File: config.mk
export PLATFORM = sky130hd
export DESIGN_NAME = key_command_decoder
export DESIGN_NICKNAME = d
export VERILOG_FILES = /design/src/rtl/key_command_decoder.sv
export SDC_FILE = /design/constraint.sdc
export NUM_CORES = 1
export LEC_CHECK = 0
export CAP_MARGIN = 20
export CORE_MARGIN = 2
export CORE_UTILIZATION = 41
export CTS_BUF_LIST = sky130_fd_sc_hd__clkbuf_8
export DETAILED_ROUTE_END_ITERATION = 8
export GPL_TIMING_DRIVEN = 0
export HOLD_SLACK_MARGIN = 0.02
export PLACE_DENSITY_LB_ADDON = 0.25
export SYNTH_ARGS = -nofsm -noshare
export SYNTH_HDL_FRONTEND = slang
export SYNTH_SLANG_ARGS = --single-unit
File: constraint.sdc
create_clock -name clk -period 2.15 [get_ports clk]
set_input_delay 0.5375 -clock clk [delete_from_list [all_inputs] [get_ports clk]]
set_output_delay 0.5375 -clock clk [all_outputs]
set_load 0.01 [all_outputs]
File: src/rtl/key_command_decoder.sv
// Keyboard byte decoder: turns UART key presses into held-direction step pulses
// in the bullet phase and a wrapping menu cursor with a valid/ready command in the menu phase.
module key_command_decoder #(
   parameter int HOLD_TICKS = 3,
   parameter int MENU_ITEMS = 4
) (
   input  logic        clk,
   input  logic        reset,
   input  logic [7:0]  rx_data,
   input  logic        rx_valid,
   input  logic        tick,
   input  logic        dodge_phase,
   input  logic        cmd_ready,
   output logic [3:0]  step,
   output logic [3:0]  dir_held,
   output logic [1:0]  cursor,
   output logic        cmd_valid,
   output logic [1:0]  cmd_code,
   output logic        bad_key,
   output logic [15:0] player_instruction
);

   typedef enum logic [1:0] {MENU, DODGE, WAIT_ACK} state_t;

   localparam logic [3:0] HOLD = 4'(HOLD_TICKS);
   localparam logic [1:0] LAST = 2'(MENU_ITEMS - 1);

   state_t     state_q, state_d;
   logic [3:0] cnt_q [4];
   logic [3:0] cnt_d [4];
   logic [3:0] step_q, step_d;
   logic [1:0] cursor_q, cursor_d;
   logic       cmd_valid_q, cmd_valid_d;
   logic [1:0] cmd_code_q, cmd_code_d;
   logic       bad_key_q, bad_key_d;
   logic       dodge_phase_q;

   logic [3:0] key_dir;
   logic       key_confirm;
   logic       key_other;

   always_comb begin
      key_dir     = 4'b0000;
      key_confirm = 1'b0;
      key_other   = 1'b0;
      case (rx_data)
         8'h77, 8'h57: key_dir = 4'b1000;
         8'h73, 8'h53: key_dir = 4'b0100;
         8'h61, 8'h41: key_dir = 4'b0010;
         8'h64, 8'h44: key_dir = 4'b0001;
         8'h6A, 8'h4A, 8'h0D: key_confirm = 1'b1;
         default: key_other = 1'b1;
      endcase
   end

   always_comb begin
      state_d     = state_q;
      cnt_d       = cnt_q;
      step_d      = 4'b0000;
      cursor_d    = cursor_q;
      cmd_valid_d = cmd_valid_q;
      cmd_code_d  = cmd_code_q;
      bad_key_d   = 1'b0;
      case (state_q)
         MENU: begin
            if (rx_valid) begin
               if (key_dir[1])
                  cursor_d = (cursor_q == 2'd0) ? LAST : cursor_q - 2'd1;
               else if (key_dir[0])
                  cursor_d = (cursor_q == LAST) ? 2'd0 : cursor_q + 2'd1;
               bad_key_d = key_other;
            end
            // A confirm wins over a simultaneous phase change
            if (rx_valid && key_confirm) begin
               cmd_valid_d = 1'b1;
               cmd_code_d  = cursor_q;
               state_d     = WAIT_ACK;
            end else if (dodge_phase) begin
               state_d = DODGE;
            end
         end
         DODGE: begin
            bad_key_d = rx_valid && key_other;
            if (!dodge_phase) begin
               state_d = MENU;
               for (int i = 0; i < 4; i++) cnt_d[i] = 4'd0;
            end else begin
               // Tick acts on the pre-key counters, then the key load overrides
               if (tick) begin
                  for (int i = 0; i < 4; i++) begin
                     if (cnt_q[i] != 4'd0) begin
                        step_d[i] = 1'b1;
                        cnt_d[i]  = cnt_q[i] - 4'd1;
                     end
                  end
               end
               if (rx_valid) begin
                  for (int i = 0; i < 4; i++) begin
                     if (key_dir[i]) begin
                        cnt_d[i]     = HOLD;
                        cnt_d[i ^ 1] = 4'd0;
                     end
                  end
               end
            end
         end
         WAIT_ACK: begin
            if (cmd_ready) begin
               cmd_valid_d = 1'b0;
               state_d     = dodge_phase ? DODGE : MENU;
            end
         end
         default: state_d = MENU;
      endcase
   end

   always_ff @(posedge clk) begin
      dodge_phase_q <= dodge_phase;
      if (reset) begin
         state_q     <= MENU;
         cnt_q       <= '{default: 4'd0};
         step_q      <= 4'b0000;
         cursor_q    <= 2'd0;
         cmd_valid_q <= 1'b0;
         cmd_code_q  <= 2'd0;
         bad_key_q   <= 1'b0;
      end else begin
         state_q     <= state_d;
         cnt_q       <= cnt_d;
         step_q      <= step_d;
         cursor_q    <= cursor_d;
         cmd_valid_q <= cmd_valid_d;
         cmd_code_q  <= cmd_code_d;
         bad_key_q   <= bad_key_d;
      end
   end

   always_comb begin
      for (int i = 0; i < 4; i++) dir_held[i] = (cnt_q[i] != 4'd0);
   end

   assign step               = step_q;
   assign cursor             = cursor_q;
   assign cmd_valid          = cmd_valid_q;
   assign cmd_code           = cmd_code_q;
   assign bad_key            = bad_key_q;
   assign player_instruction = {dir_held, cursor_q, cmd_code_q, cmd_valid_q, dodge_phase_q, 6'b0};

endmodule

### Yosys cells after proc, flatten, opt, wreduce, memory -nomap -nowiden

Cells that the tools add are included.

| storage, ports and cells | value |
|---|---|
| flip-flop bits (word level) | 29 |
| word-level logic and storage cells | 92 |

| cells by class | value |
|---|---|
| $add $sub $neg | 6 |
| equal/unequal tests | 18 |
| mux-type cells | 33 |
| bitwise logic cells | 3 |
| reduce and logical (&&, ||, !) cells | 21 |

Operators by type and width:

| operator | count |
|---|---|
| $eq A8 B7 Y1 const B | 10 |
| $mux W16 | 3 |
| $mux W8 | 4 |
| $mux W2 | 8 |
| $mux W4 | 4 |
| $pmux W4 S4 | 1 |
| $reduce_bool A4 Y1 | 4 |
| $sub A4 B1 Y4 const B | 4 |
| $reduce_or A11 Y1 | 1 |
| $mux W1 | 10 |
| $reduce_and A3 Y1 | 3 |
| $eq A8 B4 Y1 const B | 1 |
| $reduce_or A2 Y1 | 4 |
| $ne A2 B2 Y1 const B | 3 |
| $pmux W2 S3 | 1 |
| $eq A2 B2 Y1 const B | 2 |
| $logic_not A2 Y1 | 2 |
| $pmux W1 S2 | 2 |
| $reduce_bool A2 Y1 | 2 |
| $reduce_or A4 Y1 | 1 |
| $ne A3 B3 Y1 const B | 1 |
| $not A1 Y1 | 3 |
| $reduce_or A3 Y1 | 1 |
| $add A2 B1 Y2 const B | 1 |
| 4 further kinds | 5 |

### Logic depth before layout (Yosys ltp)

Gate-level depths: netlist of the first run.

| depth | value |
|---|---|
| depth in word-level cells | 7 |
| gate-level depth with buffers | 7 |
| mapped depth without buffers | 7 |

### Worst setup path before layout of the first run

No wires, ideal clock.

| timing path | value |
|---|---|
| path kind | reg2out |
| start point | register cnt_q[0] (netlist name) |
| end point | output player_instruction[15] |
| arrival | 1215 ps |
| setup slack | 398 ps |
| stages on the path, launching flop included | 6 |
| cells stage by stage | dfxtp_1 > inv_1 > ha_1 > or3b_1 > clkbuf_1 > buf_4 |

| between the ends | value |
|---|---|
| cells in the longest elaborated chain, start to end | 1 |

RTL lines:

| element | RTL line | RTL |
|---|---|---|
| from (decl) | 29 | `logic [3:0] cnt_q [4];` |
| from (signal assigned) | 129 | `cnt_q <= cnt_d;` |
| $reduce_bool A4 Y1 | 139 | `for (int i = 0; i < 4; i++) dir_held[i] = (cnt_q[i] != 4'd0);` |
| to (decl) | 20 | `output logic [15:0] player_instruction` |

No other way between the ends.

### Worst setup path in the final report of the first run

| timing path | value |
|---|---|
| start point | register cnt_q[1] (netlist name) |
| end point | output dir_held[3] |

| between the ends | value |
|---|---|
| cells in the longest elaborated chain, start to end | 1 |

RTL lines:

| element | RTL line | RTL |
|---|---|---|
| $reduce_bool A4 Y1 | 139 |  |
| to (decl) | 15 | `output logic [3:0] dir_held,` |

No other way between the ends.

==> qor.yml, run 1 <==
floorplanning:
  design.portCount: 44
  placementRows: 24
  width_of_the_chip_um: 70.7
  design.die.area_um2: 5000
  chipHeight_um: 70.7
  start_util: 0.422
  coreArea_um2: 4320
drt:
  wl_per_cell_um: 13.3
  detail_route.vias_per_cell: 5.42
  drcViolationCount: 0
  dr.first_iter.drc_count: 106
  route.vias.total: 1788
  antenna_violation_net_count_after_detailed_routing: 0
  detail_route.first_pass.iterations: 4
  wirelength_mm: 4.38
timing:
  grt_setup_unrepaired: "false"
  worstMarginPinSlew_ns: 0.618
  hold_violations: 0
  timing.clock.skew_ns: 0.00491
  timing.final.crit_period_ns: 2.08
  slew_headroom: 0.587
  timing.fmax_ghz: 0.481
  slew_viol_final: 0
  setup_viol: 0
  postLayoutSetupSlackWorst_ns: 0.0691
  worst_hold_slack_ns: 0.478
  layout_worst_path_cycle_share: 0.968
synth:
  synth_area_um2: 1820
  ys_seq_elements: 29
  number_of_library_cell_types_mapped_by_synthesis: 52
  synthesis.instances: 225
  dominantRegCellSynth: "sky130_fd_sc_hd__dfxtp_1"
  yosysWarnings: 0
  synth_seq_area_share: 0.318
  post_synth_edffs: 0
  ys_async_sr_fraction: 0
  synthesis.area_per_instance_um2: 8.11
setup_path:
  start_to_end_type_of_the_worst_setup_path: "flip-flop to primary output"
  endpoint: "dir_held[3]"
  critical_path.startpoint: "cnt_q[1]"
  reg2reg_slack_ns: 0.44
  crit_arrival_ns: 1.54
  setup.worst_path.end_class: "primary output"
  r2r_start: "state_q[0]"
  worstRegToRegCells: 5
  critPathRequiredTime_ns: 1.61
  worst_setup_path_start_kind: "flip-flop"
  timing.critical_path.fanout_max: 4
  r2r_end: "cnt_q[0]"
power_and_ir_drop:
  p_leak_nw: 0.926
  pwr-share-clk: 0.401
  share_of_power_burned_in_registers: 0.484
  switching_portion_of_total_power: 0.246
  ir_worst_vdd_v: 0.000313
  power_density_nw_per_um2: 463
  power.net_switching_uw: 276
  power.combinational.fraction: 0.115
  internal_dissipation_uw: 847
global_route:
  globalRouteOverflowTotal: 0
  grt_start_max_net_pins: 11
  antenna_found_initial: 0
  grt_usage: 0.175
  grt_pass1_wl_mm: 6.97
  grt_pass1_vias: 1488
placed_design:
  dp.cells: 318
  port_buffers: 36
  pre_cts_slack_ns: -0.183
  routability_congestion: 0.824
  place.detailed.hpwl_mm: 3.11
  dpl_cell_area_um2: 2270
clock_tree:
  numCtsBuffers: 5
  tritoncts_clock_tree: "built"
  clkSinkCount: 29
  worstSkewPairLatency_ns: 0.28
  holdBufCountCts: 0
  clk_transition_reported_paths_ns: 0.06
  clock_path_buffers: 2
  clockRootBuffer: "sky130_fd_sc_hd__clkbuf_8"
  cts_max_level: 2
finish:
  antenna_cells: 0
  finalNetCount: 298
  layout-drive-gt1-share: 0.209
  fill_cells: 417
  final-seq-area_um2: 584
  final_cell_area_um2: 2420
  multi_input_combinational_cell_area_um2: 1080
  finish.cell_count_without_fillers: 330
  layout-area-overhead-vs-synth_pct: 32.9
worst_hold_path:
  hp-class: "flip-flop to flip-flop"
  min_delay_path_depth: 2
run:
  max-cap-violations: 0
run_status:
  outcome: "completed"
-- cell usage after synthesis, drive strengths merged, types with 2 or more instances --
cell type  count  area share
nand2         25       0.051
mux2i          2       0.011
a31oi         10       0.034
ha             6       0.041
or3b           4       0.019
a21oi          6       0.016
nand4         13       0.045
o21ai          5       0.014
dfxtp         29        0.32
o21a           2      0.0082
buf           20       0.077
and4           2      0.0096
and3           4       0.014
nor2b          3       0.010
inv           16       0.033
a21boi         3       0.019
nor3           8       0.022
nand2b         5       0.017
nor3b          3       0.015
nor4b          3       0.018
nand3         10       0.027
or4b           4       0.022
clkbuf         6       0.012
nand3b         2      0.0082
nor2           6       0.012
nor4           2      0.0069
and2           2      0.0069
a211o          2      0.0096
o22a           2      0.0096
o32ai          4       0.019
-- kinds of logic (layout without fill, tap and decap cells) --
family	Yosys count	count (layout)	share of synthesized area
AO/OA/AOI/OAI	44	44	0.175
XOR/XNOR	1	1	0.00480
adder cells (fa/ha/maj)	6	6	0.0412
buffers and inverters	42	90	0.122
flip-flops	29	29	0.318
multiplexers	2	2	0.0110
other	1	6	0.00206
AND/OR/NAND/NOR	100	100	0.326
-- layout make-up --
class                   count  area share
flip-flops and latches     29       0.241
multi-input cells         159       0.447
well taps                  52      0.0268
inverters                  16      0.0248
plain buffers              25      0.0655
repair buffers             42       0.159
clock buffers               6      0.0341
clock inverters             1     0.00155
-- power by group through the flow --
| stage | Sequential, mW | Combinational, mW | Clock [mW] |
|---|---|---|---|
| after floorplan | 0.555 | 0.0711 | 0 |
| after global placement | 0.555 | 0.127 | 0 |
| after detailed placement | 0.555 | 0.127 | 0 |
| after CTS | 0.543 | 0.128 | 0.454 |
| after global routing | 0.543 | 0.140 | 0.480 |
| final | 0.543 | 0.129 | 0.450 |
-- repair_timing --
item | 4_1_cts | 5_1_grt
endpoints found under the hold margin | 0 | 0
gates cloned | 0 | 0
pin swaps | 3 | 0
setup endpoints to repair | 8 | 6
setup buffers | 5 | 1
resized for setup | 25 | 9
-- worst max-delay path, stage by stage, from the launching register on --
cell	delay, ns
sky130_fd_sc_hd__dfxtp_2	0.33
sky130_fd_sc_hd__inv_1	0.06
sky130_fd_sc_hd__ha_2	0.19
sky130_fd_sc_hd__or3b_4	0.39
sky130_fd_sc_hd__dlygate4sd2_1	0.29
-- per-stage QoR --
| stage | total power [mW] | TNS [ns] | utilization |
|---|---|---|---|
| after floorplan | 0.626 | 0 | - |
| after global placement | 0.681 | -1.28 | 0.525 |
| after detailed placement | 0.682 | -1.44 | 0.525 |
| after CTS | 1.12 | 0 | 0.556 |
| after global routing | 1.16 | 0 | 0.561 |
| final | 1.12 | 0 | 0.561 |
-- state kept, by name, indices dropped and copies added (netlist names) --
signal         count
bad_key            1
cmd_code           2
cmd_valid          1
cnt_q             16
cursor             2
dodge_phase_q      1
state_q            2
step               4
-- placed cells by master (no fill, tap or decap), types with 4 or more instances in the layout --
master	instances
sky130_fd_sc_hd__o21ai_1	4
sky130_fd_sc_hd__buf_2	4
sky130_fd_sc_hd__nor2_1	6
sky130_fd_sc_hd__clkbuf_8	6
sky130_fd_sc_hd__nand2b_1	5
sky130_fd_sc_hd__a21oi_1	6
sky130_fd_sc_hd__nand2_1	25
sky130_fd_sc_hd__clkdlybuf4s50_1	28
sky130_fd_sc_hd__inv_2	7
sky130_fd_sc_hd__inv_1	10
sky130_fd_sc_hd__o32ai_1	4
sky130_fd_sc_hd__conb_1	6
sky130_fd_sc_hd__nand3_1	10
sky130_fd_sc_hd__nor3_1	8
sky130_fd_sc_hd__nand4_1	13
sky130_fd_sc_hd__clkbuf_1	5
sky130_fd_sc_hd__buf_4	23
sky130_fd_sc_hd__or4b_1	4
sky130_fd_sc_hd__and3_1	4
sky130_fd_sc_hd__dlygate4sd2_1	5
sky130_fd_sc_hd__a31oi_1	10
sky130_fd_sc_hd__dfxtp_1	26
-- worst min-delay path by stage --
stage              start         to  slack [ns]
6_report        cnt_q[1]   cnt_q[1]        0.48
5_1_grt         cnt_q[1]   cnt_q[1]        0.50
4_1_cts         cnt_q[0]   cnt_q[0]        0.48
3_5_place_dp   cmd_valid  cmd_valid        0.47
3_3_place_gp   cmd_valid  cmd_valid        0.47
2_1_floorplan  cnt_q[14]  cnt_q[14]        0.45
-- metal layers --
metal,global-route usage,up-vias,share of wire
li1,-,917,-
met1,0.228,823,0.48
met2,0.277,43,0.46
met3,0.0527,5,0.045
met4,0.0587,0,0.013
met5,0,-,0
(Power assumes the default switching activity.)
==> inputs of run 2 (changes only) <==
--- a/config.mk
+++ b/config.mk
@@ -8,7 +8,7 @@
 export CAP_MARGIN = 20
 export CORE_MARGIN = 2
 export CORE_UTILIZATION = 41
-export CTS_BUF_LIST = sky130_fd_sc_hd__clkbuf_8
+export CTS_BUF_LIST = sky130_fd_sc_hd__clkbuf_16
 export DETAILED_ROUTE_END_ITERATION = 8
 export GPL_TIMING_DRIVEN = 0
 export HOLD_SLACK_MARGIN = 0.02
==> run 2 against run 1 <==
Wire length shrank 0.66%. Flip-flop and latch count is the same. Combinational power about the same. Design area increased by 1.6%. Critical path depth increased by 1. Critical path type is now input port to flip-flop. Highest routed layer unchanged.
==> qor.yml, run 2 (synthesis results as in run 1) <==
global_route:
  globalRouteOverflowTotal: 0
  antenna_found_initial: 0
  grt_start_max_net_pins: 11
  grt_pass1_wl_mm: 6.97
  grt_pass1_vias: 1498
  grt_usage: 0.175
power_and_ir_drop:
  post-layout-total-power_mw: 1.30
  ir_worst_vdd_v: 0.000319
  p_leak_nw: 0.943
  power_density_nw_per_um2: 529
finish:
  final_common_cell: "sky130_fd_sc_hd__clkdlybuf4s50_1"
  final_cell_area_um2: 2460
  max_flop_register: "cnt_q"
  finalNetCount: 297
  largest_register_ff_count: 16
  final_util: 0.570
  antenna_cells: 0
  layout-area-overhead-vs-synth_pct: 35.0
  mostFrequentLayoutCells: "sky130_fd_sc_hd__clkdlybuf4s50_1, sky130_fd_sc_hd__dfxtp_1, sky130_fd_sc_hd__nand2_1, sky130_fd_sc_hd__buf_4, sky130_fd_sc_hd__nand4_1"
  fill_cells: 421
  finish.cell_count_without_fillers: 329
  layout-drive-gt1-share: 0.199
  multi_input_combinational_cell_area_um2: 1080
  final-seq-area_um2: 584
setup_path:
  endpoint: "cmd_code[1]"
  list_of_cells_traversed_by_the_critical_path: "clkdlybuf4s50_1, or3b_1, or3_4, a21boi_4, mux2i_1"
  timing.critical_path.fanout_max: 6
  setup.worst_path.end_class: "flip-flop"
  critical_path.startpoint: "rx_data[6]"
  worstRegToRegCells: 5
  start_to_end_type_of_the_worst_setup_path: "input port to flip-flop"
  critPathRequiredTime_ns: 2.35
  r2r_end: "cnt_q[0]"
  worst_path_max_delay_cell: "sky130_fd_sc_hd__clkdlybuf4s50_1"
  slowest_delay_ns: 0.56
  crit_arrival_ns: 2.27
  worst_setup_path_start_kind: "input port"
  reg2reg_slack_ns: 0.41
  r2r_start: "state_q[0]"
drt:
  detail_route.vias_per_cell: 5.36
  wirelength_mm: 4.35
  detail_route.first_pass.iterations: 4
  drcViolationCount: 0
  wl_per_cell_um: 13.2
  antenna_violation_net_count_after_detailed_routing: 0
  dr.first_iter.drc_count: 116
  route.vias.total: 1762
timing:
  slew_headroom: 0.584
  hold_violations: 0
  setup_total_negative_slack_ns: 0
  setup_viol: 0
  worstMarginPinSlew_ns: 0.623
  slew_viol_final: 0
  grt_setup_unrepaired: "false"
  timing.fmax_ghz: 0.485
  timing.final.crit_period_ns: 2.06
  timing.clock.skew_ns: 0.00365
  worst_hold_slack_ns: 0.475
  postLayoutSetupSlackWorst_ns: 0.0861
  layout_worst_path_cycle_share: 0.960
worst_hold_path:
  hp-class: "flip-flop to flip-flop"
  min_delay_path_depth: 2
run_status:
  outcome: "completed"
clock_tree:
  numCtsBuffers: 5
  clockRootBuffer: "sky130_fd_sc_hd__clkbuf_16"
  clkSinkCount: 29
  clock_path_buffers: 2
  cts_max_level: 2
  tritoncts_clock_tree: "built"
  clk_transition_reported_paths_ns: 0.05
  worstSkewPairLatency_ns: 0.27
placed_design:
  dpl_cell_area_um2: 2270
  dp.cells: 318
  place.detailed.hpwl_mm: 3.11
  pre_cts_slack_ns: -0.183
  routability_congestion: 0.824
  port_buffers: 36
floorplanning:
  coreArea_um2: 4320
  placementRows: 24
  width_of_the_chip_um: 70.7
  start_util: 0.422
  chipHeight_um: 70.7
  design.die.area_um2: 5000
  design.portCount: 44
run:
  max-cap-violations: 0
-- run 2: changes by cell type in the layout (fill, tap and decap cells not counted), sizes merged --
cell | previous run | this run
buf | 27 | 26
clkbuf | 13 | 12
clkinv | 0 | 1
-- run 2: layer usage --
layer  share of wire  wire (um)  vias to the layer above  global-route usage
li1                -          -                      912                   -
met1            0.48       2090                      806               0.226
met2            0.47       2040                       38               0.275
met3           0.043        186                        6              0.0484
met4          0.0087         38                        0              0.0734
met5               0          0                        -                   0
-- run 2: report_power, final --
group          switching (mW)  total, mW  internal, mW
registers             0.00225      0.545         0.543
logic                  0.0715      0.129        0.0575
clock network           0.219      0.631         0.411
total                   0.293       1.30          1.01
-- run 2: what timing repair did --
action	in CTS	in global routing
hold buffers	0	0
setup buffers	4	1
pin swaps	3	1
resized for setup	24	9
setup endpoints to repair	8	6
-- run 2: final cells by class --
| cell class | instances | area share |
|---|---|---|
| multi-input combinational | 159 | 0.440 |
| sequential | 29 | 0.237 |
| timing repair buffer | 41 | 0.154 |
| buffer | 25 | 0.0645 |
| clock buffer | 5 | 0.0508 |
| tap | 52 | 0.0264 |
| inverter | 16 | 0.0244 |
| clock inverter | 2 | 0.00305 |
-- run 2: worst max-delay path, delay by kind of cell --
kind            cells  cell delay, ns
buf+inv             1            0.56
simple gates        2            0.79
mux                 1            0.19
compound gates      1            0.19
-- run 2: worst min path at each step --
stage                   start   endpoint  slack (ns)
finish               cnt_q[1]   cnt_q[1]        0.47
global route         cnt_q[1]   cnt_q[1]        0.50
CTS                  cnt_q[0]   cnt_q[0]        0.48
detailed placement  cmd_valid  cmd_valid        0.47
global placement    cmd_valid  cmd_valid        0.47
floorplan           cnt_q[14]  cnt_q[14]        0.45
